===== config.mk =====
export PLATFORM = sky130hd
export DESIGN_NAME = midi_msg_parser
export DESIGN_NICKNAME = d
export VERILOG_FILES = /design/src/rtl/midi_msg_parser.sv
export SDC_FILE = /design/constraint.sdc
export NUM_CORES = 1
export LEC_CHECK = 0
export BUFFER_PORTS_ARGS = -buffer_cell sky130_fd_sc_hd__buf_2
export CORE_MARGIN = 2
export CORE_UTILIZATION = 60
export CTS_BUF_LIST = sky130_fd_sc_hd__clkbuf_4 sky130_fd_sc_hd__clkbuf_8
export CTS_CLUSTER_DIAMETER = 100
export CTS_CLUSTER_SIZE = 40
export DETAILED_ROUTE_END_ITERATION = 10
export PLACE_DENSITY = 0.87
export REMOVE_ABC_BUFFERS = 1
export SYNTH_ARGS = -nofsm -noshare
export SYNTH_HDL_FRONTEND = slang
export SYNTH_SLANG_ARGS = --single-unit

===== constraint.sdc =====
create_clock -name clk -period 3.1 [get_ports clk]
set_clock_uncertainty 0.2 [all_clocks]
set_input_delay 0 -clock clk [delete_from_list [all_inputs] [get_ports clk]]
set_output_delay 0 -clock clk [all_outputs]
set_load 0.01 [all_outputs]

===== src/rtl/midi_msg_parser.sv =====
`default_nettype none
// ============================================================================
// Module   : midi_msg_parser
// Purpose  : MIDI byte parser producing note-on/off events, a held-note
//            register and a saturating orphan-data-byte count.
// Options  : MIDI_RUNNING_STATUS_EN keeps the note status after an event.
// Revision : 1.0 - initial release
// ============================================================================
module midi_msg_parser #(
  parameter logic [3:0] CHANNEL = 4'd0,
  parameter bit         OMNI    = 1'b1
) (
  input  logic       clk,
  input  logic       rst_n,
  input  logic [7:0] rx_data,
  input  logic       rx_valid,
  output logic       ev_valid,
  output logic       ev_on,
  output logic [3:0] ev_chan,
  output logic [6:0] ev_note,
  output logic [6:0] ev_vel,
  output logic [7:0] held_note,
  output logic [7:0] err_cnt
);

  localparam logic [1:0] S_IDLE    = 2'd0;
  localparam logic [1:0] S_WAIT_D1 = 2'd1;
  localparam logic [1:0] S_WAIT_D2 = 2'd2;
  localparam logic [1:0] S_SKIP    = 2'd3;

  logic [1:0] r_state;
  logic [1:0] w_next_state;

  // Latched status reduced to what events need: note-on flag and channel.
  logic       r_stat_on;
  logic [3:0] r_stat_chan;
  logic [6:0] r_note;

  logic       r_ev_valid;
  logic       r_ev_on;
  logic [3:0] r_ev_chan;
  logic [6:0] r_ev_note;
  logic [6:0] r_ev_vel;
  logic [7:0] r_held;
  logic [7:0] r_err;

  logic       w_is_rt;
  logic       w_is_status;
  logic       w_is_data;
  logic       w_note_stat;
  logic       w_chan_ok;
  logic       w_sys_end;

  logic       w_latch_status;
  logic       w_clear_status;
  logic       w_latch_note;
  logic       w_emit;
  logic       w_err_inc;

  logic       w_ev_on;
  logic [6:0] w_ev_vel;
  logic [7:0] w_held_next;

  assign w_is_rt     = rx_valid && (rx_data >= 8'hF8);
  assign w_is_status = rx_valid && rx_data[7] && !w_is_rt;
  assign w_is_data   = rx_valid && !rx_data[7];
  assign w_note_stat = (rx_data[7:5] == 3'b100);
  assign w_chan_ok   = OMNI || (rx_data[3:0] == CHANNEL);
  assign w_sys_end   = (rx_data[7:4] == 4'hF) && (rx_data[3:0] != 4'h0);

  always_ff @(posedge clk) begin
    if (!rst_n) begin
      r_state <= S_IDLE;
    end else begin
      r_state <= w_next_state;
    end
  end

  always_comb begin
    w_next_state   = r_state;
    w_latch_status = 1'b0;
    w_clear_status = 1'b0;
    w_latch_note   = 1'b0;
    w_emit         = 1'b0;
    w_err_inc      = 1'b0;
    if (w_is_status) begin
      if (w_note_stat && w_chan_ok) begin
        w_next_state   = S_WAIT_D1;
        w_latch_status = 1'b1;
      end else if (w_sys_end) begin
        w_next_state   = S_IDLE;
        w_clear_status = 1'b1;
      end else begin
        w_next_state   = S_SKIP;
        w_clear_status = 1'b1;
      end
    end else if (w_is_data) begin
      case (r_state)
        S_IDLE: begin
          w_err_inc = 1'b1;
        end
        S_WAIT_D1: begin
          w_latch_note = 1'b1;
          w_next_state = S_WAIT_D2;
        end
        S_WAIT_D2: begin
          w_emit = 1'b1;
`ifdef MIDI_RUNNING_STATUS_EN
          w_next_state = S_WAIT_D1;
`else
          w_next_state   = S_IDLE;
          w_clear_status = 1'b1;
`endif
        end
        default: begin
          w_next_state = S_SKIP;
        end
      endcase
    end
  end

  // Velocity 0 on a note-on status is a note-off.
  always_comb begin
    w_ev_on     = r_stat_on && (rx_data[6:0] != 7'd0);
    w_ev_vel    = w_ev_on ? rx_data[6:0] : 7'd0;
    w_held_next = r_held;
    if (w_emit) begin
      if (w_ev_on) begin
        w_held_next = {1'b1, r_note};
      end else if (r_held[7] && (r_held[6:0] == r_note)) begin
        w_held_next = {1'b0, r_note};
      end
    end
  end

  always_ff @(posedge clk) begin
    if (!rst_n) begin
      r_stat_on   <= 1'b0;
      r_stat_chan <= 4'd0;
      r_note      <= 7'd0;
      r_ev_valid  <= 1'b0;
      r_ev_on     <= 1'b0;
      r_ev_chan   <= 4'd0;
      r_ev_note   <= 7'd0;
      r_ev_vel    <= 7'd0;
      r_held      <= 8'd0;
      r_err       <= 8'd0;
    end else begin
      r_ev_valid <= w_emit;
      r_held     <= w_held_next;
      if (w_emit) begin
        r_ev_on   <= w_ev_on;
        r_ev_chan <= r_stat_chan;
        r_ev_note <= r_note;
        r_ev_vel  <= w_ev_vel;
      end
      if (w_latch_status) begin
        r_stat_on   <= rx_data[4];
        r_stat_chan <= rx_data[3:0];
      end else if (w_clear_status) begin
        r_stat_on   <= 1'b0;
        r_stat_chan <= 4'd0;
      end
      if (w_latch_note) begin
        r_note <= rx_data[6:0];
      end
      if (w_err_inc && (r_err != 8'hFF)) begin
        r_err <= r_err + 8'd1;
      end
    end
  end

  assign ev_valid  = r_ev_valid;
  assign ev_on     = r_ev_on;
  assign ev_chan   = r_ev_chan;
  assign ev_note   = r_ev_note;
  assign ev_vel    = r_ev_vel;
  assign held_note = r_held;
  assign err_cnt   = r_err;

endmodule
`default_nettype wire

Yosys cells after proc, flatten, opt, wreduce, memory -nomap -nowiden
Cells that the tools add are included.

cells by class
  add/sub/neg operators = 1
  magnitude comparators = 1
  eq/ne operators = 7
  mux-type cells = 25
  reduce and logical (&&, ||, !) cells = 18

operators with widths
  operator                                                          number
  8-bit 2-to-1 mux                                                  2
  1-bit 2-to-1 mux                                                  15
  8-bit by 1-bit adder with 8-bit output (second input constant)    1
  8-bit greater-or-equal comparator (second input constant)         1
  1-bit logical AND                                                 8
  2-bit 2-to-1 mux                                                  4
  4-bit 2-to-1 mux                                                  2
  8-bit != test (second input constant)                             1
  7-bit == test                                                     1
  7-bit 2-to-1 mux                                                  1
  7-bit nonzero test                                                1
  2-bit case mux with 3 select lines                                1
  2-bit nonzero test                                                3
  4-bit == test (second input constant)                             1
  2-bit AND reduction                                               2
  4-bit nonzero test                                                1
  3-bit == test (second input constant)                             1
  2-bit by 1-bit == test with 1-bit output (second input constant)  1
  2-bit == test (second input constant)                             1
  1-bit zero test                                                   2
  2-bit zero test                                                   1
  2-bit != test (second input constant)                             1

storage, ports and cells
  bits in registers = 50
  input port bits = 11
  output and inout port bits = 36
  word-level logic and storage cells = 63

Longest topological paths before layout
  depth in word-level cells = 7
  mapped depth = 7
  gate-level depth less buffers = 6

Least setup slack after synthesis
OpenSTA, ideal clock, no wires.

  kind = register to register
  start point = register r_err[0] (netlist: err_cnt[0])
  end point = register r_err[1] (netlist: err_cnt[1])
  library setup time = 128 ps
  arrival = 1460 ps
  data required time = 2772 ps
  setup slack = 1312 ps
  cell stages (with the launch flop) = 6
  buffers on the path = 0
  clock period less this slack = 1788 ps
  cell sequence = dfxtp_1 > ha_1 > nand4_1 > o21ai_0 > mux2i_1 > nor2_1

between the ends
  cells in the longest elaborated chain, start to end = 2
  elaborated cells between the ends (all ways) = 3
  those cells by class = add/sub (1); eq/ne (1); reduce/logical (1)

RTL lines
  item                                                                                            line  RTL
  from (decl)                                                                                     45    logic [7:0] r_err;
  from (signal assigned)                                                                          168   r_err <= r_err + 8'd1;
  parallel branches: the longest is 2 deep, another holds 8-bit by 1-bit adder with 8-bit output  n/a

Several ways; the timed one is not identified.
A chain may end at the register's enable or synchronous reset.

Worst setup path in the final report
  start point = register r_state[0]
  end point = register r_held[6] (netlist: held_note[6])

between the ends
  cells in the longest elaborated chain, start to end = 5

RTL lines
  item                                  line  RTL
  from (decl)                           31    logic [1:0] r_state;
  from (signal assigned)                75    r_state <= w_next_state;
  2-bit == test                         98    case (r_state)
  1-bit 2-to-1 mux                      98
  1-bit 2-to-1 mux                      97    end else if (w_is_data) begin
  1-bit 2-to-1 mux                      86    if (w_is_status) begin
  2-bit AND reduction (no source line)  n/a
  to (signal assigned)                  150   r_held <= w_held_next;
  to (decl)                             44    logic [7:0] r_held;

No other way between the ends.

==> results.sh <==
export IMPL_status="finished clean"
export IMPL_crit_slowest_cell="a211oi_2"
export IMPL_die_area_sq_um=4020
export IMPL_cts_root_buf="clkbuf_4"
export IMPL_cp_data_required_time_ns=3.16
export IMPL_crit_path_end="held_note[6]$_SDFFE_PN0P_"
export IMPL_num_rows=21
export IMPL_grt_busiest_layer="met2"
export IMPL_nets=308
export IMPL_tns_ns=0
export IMPL_worstHoldPathType="reg2reg"
export IMPL_clock_sinks=50
export IMPL_grt_overflow=0
export IMPL_worstSetupStartpoint="r_state[0]$_SDFFE_PN0P_"
export IMPL_fp_dieH_um=63.4
export IMPL_avgSynthCellArea_sq_um=8.89
export IMPL_timing_rr_end="held_note[6]$_SDFFE_PN0P_"
export IMPL_multi_input_area_sq_um=1050
export IMPL_synthMostInstantiatedCell="dfxtp_1"
export IMPL_peakVddDrop_uv=540
export IMPL_fin_crit_sh_pct=65.9
export IMPL_cts_htree_levels=2
export IMPL_core_sq_um=3360
export IMPL_path_delay_family="compound AO/OA/AOI/OAI gates"
export IMPL_path_buf_inv=2
export IMPL_synth_warnings=0
export IMPL_syn_area_sq_um=2120
export IMPL_syn_inst=238
export IMPL_synth_top_area_share_pct=47.3
export IMPL_grt_total_usage_pct=23.8
export IMPL_use_met1_pct=29.5
export IMPL_fin_area_sq_um=2560
export IMPL_start_util_pct=62.9
export IMPL_grt_pass1_vias=1643
export IMPL_r2r_slack_ns=1.06
export IMPL_slowest_delay_ns=0.49
export IMPL_worst_slew_margin_rel_pct=62.7
export IMPL_grt_use_met2_pct=40.3
export IMPL_grt_pass1_wl_um=7560
export IMPL_dp_hpwl_um=2950
export IMPL_async_reset_ff_share_pct=0
export IMPL_synth_top_cells_by_count="50 x dfxtp_1, 43 x nand2_1, 24 x nor2_1"
export IMPL_synth_edf_count=0
export IMPL_yosysTopAreaCell="dfxtp_1"
export IMPL_arrival_ns=2.11
export IMPL_power_mw=1.14
export IMPL_io_pins=47
export IMPL_cellPowerDensity_nw_per_um2=444
export IMPL_use_met3_pct=5.18
export IMPL_synth_area_leaders="dfxtp_1 47%, nand2_1 7.6%, mux2i_1 7.1%"
export IMPL_dr_pass1_iters=5
export IMPL_wl_per_cell_um=13.3
export IMPL_drive_gt1_share_pct=21.8
export IMPL_netlist_cell_type_count=39
export IMPL_die_w_um=63.4
export IMPL_crit_fanout=22
export IMPL_cts_made_buffers=5
export IMPL_drc=0
export IMPL_yosysSeqAreaShare_pct=47.3
export IMPL_antenna_found_initial=0
export IMPL_finalSetupViolCount=0
export IMPL_worst_setup_path_end_kind="register"
export IMPL_leakagePower_nw=1.15
export IMPL_path_clk_slew_ns=0.15
export IMPL_worstSetupPathType="reg2reg"
export IMPL_cts_buffer_depth=2
export IMPL_slew_violations=0
export IMPL_fillers=259
export IMPL_dr_first_iter_drc_count=123
export IMPL_routabilityCongestion=0.846
export IMPL_yosys_register_bits=50
export IMPL_ant_nets=0
export IMPL_crit_cells=7
export IMPL_drt_wl_total_um=4510
export IMPL_period_needed_ns=2.04
export IMPL_clock_latency_ns=0.38
export IMPL_fmax_mhz=489
export IMPL_antenna_cells=0
export IMPL_drv_cap=0
export IMPL_vias_per_cell=5.46
export IMPL_regArea_sq_um=1000
export IMPL_max_slew_worst_pin_slew_ns=0.555
export IMPL_r2r_start="r_state[0]$_SDFFE_PN0P_"
export IMPL_reg2regPathDepth=7
export IMPL_cts_tree="built"
export IMPL_final_hold_viol_count=0
export IMPL_holdWs_ns=0.260
export IMPL_io_buffers=46
export IMPL_path_cells="inv_1 > ha_1 > nand3b_1 > buf_4 > a211oi_2 > a31oi_2 > mux2i_1"
export IMPL_vias=1852
export IMPL_cp_start_kind="register"
export IMPL_syn_to_final_growth_pct=21.1
export IMPL_grt_max_degree=43
export IMPL_ys_flop_type="dfxtp_1"
export IMPL_placed_area_sq_um=2380
export IMPL_rsz0062_at_grt="false"
[worst reg2reg max path: stages, from the launching register on]
cell and delay [ns]:
dfxtp_1 0.35, inv_1 0.10, ha_1 0.17, nand3b_1 0.07
buf_4 0.21, a211oi_2 0.49, a31oi_2 0.18, mux2i_1 0.17
[report_power, final]
part	internal, mW	total [mW]	leakage (nW)	switching [mW]
clock	0.174	0.394	0.0458	0.219
combinational	0.0350	0.0842	0.705	0.0491
sequential	0.650	0.659	0.403	0.00893
total	0.860	1.14	1.15	0.278
[cell usage in the layout, fill, tap and decap left out, types with 2 or more instances in the layout]
| cell | n |
|---|---|
| a211o_1 | 2 |
| clkbuf_4 | 5 |
| nor2_1 | 24 |
| o2111ai_1 | 2 |
| a31oi_1 | 3 |
| xnor2_1 | 3 |
| inv_1 | 4 |
| a22oi_1 | 5 |
| ha_1 | 5 |
| o21ai_0 | 2 |
| buf_4 | 2 |
| dlygate4sd3_1 | 10 |
| nand3_1 | 9 |
| xor2_1 | 8 |
| nor3_1 | 5 |
| dfxtp_1 | 50 |
| nand4_1 | 2 |
| mux2i_1 | 15 |
| nand3b_1 | 2 |
| buf_2 | 46 |
| and2_1 | 3 |
| a21oi_1 | 23 |
| nand2_1 | 43 |
[metrics by stage]
step           worst slack [ns]  utilization (%)  instances
6_report                   1.06             76.2        339
5_1_grt                   0.897             76.2        339
4_1_cts                    1.02             76.2        339
3_5_place_dp               1.09             70.6        321
3_3_place_gp               1.15             70.6        321
2_1_floorplan             0.985                -        227
[flip-flops by register name, indices dropped and copies added (netlist names), 2 cells and up]
register and cells:
err_cnt 8, held_note 8, r_state 2, r_note 7, ev_note 7, ev_vel 7
ev_chan 4, r_stat_chan 4
[metal layers]
layer  up-vias  routed length [um]
met5         -                   0
met4         0                  83
met3         9                 244
met2        55                2140
met1       858                2030
li1        930                   -
[kinds of logic after synthesis]
group | synth area share, %
buf+inv | 2.90
mux | 7.10
flops | 47.3
xor+xnor | 4.55
simple gates | 22.4
fa+ha+maj | 2.96
compound gates | 12.8
[worst min-delay path by stage]
stage	start	to	slack (ns)	cells after the start
after floorplan	rst_n	held_note[7]$_SDFFE_PN0P_	-0.08	1
after global placement	rx_data[2]	r_note[2]$_SDFFE_PN0P_	0.10	3
after detailed placement	rx_data[2]	r_note[2]$_SDFFE_PN0P_	0.11	3
after CTS	rx_data[2]	r_note[2]$_SDFFE_PN0P_	0.24	4
after global routing	rx_data[2]	r_note[2]$_SDFFE_PN0P_	0.28	4
final	ev_vel[0]$_SDFFE_PN0P_	ev_vel[0]$_SDFFE_PN0P_	0.26	2
[repair_timing]
action,CTS,global route
setup buffers,0,0
hold buffers,10,0
hold endpoints to repair,30,0
gates resized for setup,0,0
[layout make-up]
class                           count  share of cell area, %
Tap cell                           46                   2.25
Sequential cell                    50                   39.1
Clock buffer                        5                   1.47
Inverter                            5                  0.733
Timing Repair Buffer               58                   13.5
Clock inverter                      3                   1.86
Multi-Input combinational cell    172                   41.1
Note: power is estimated with default switching activity, not from simulation.
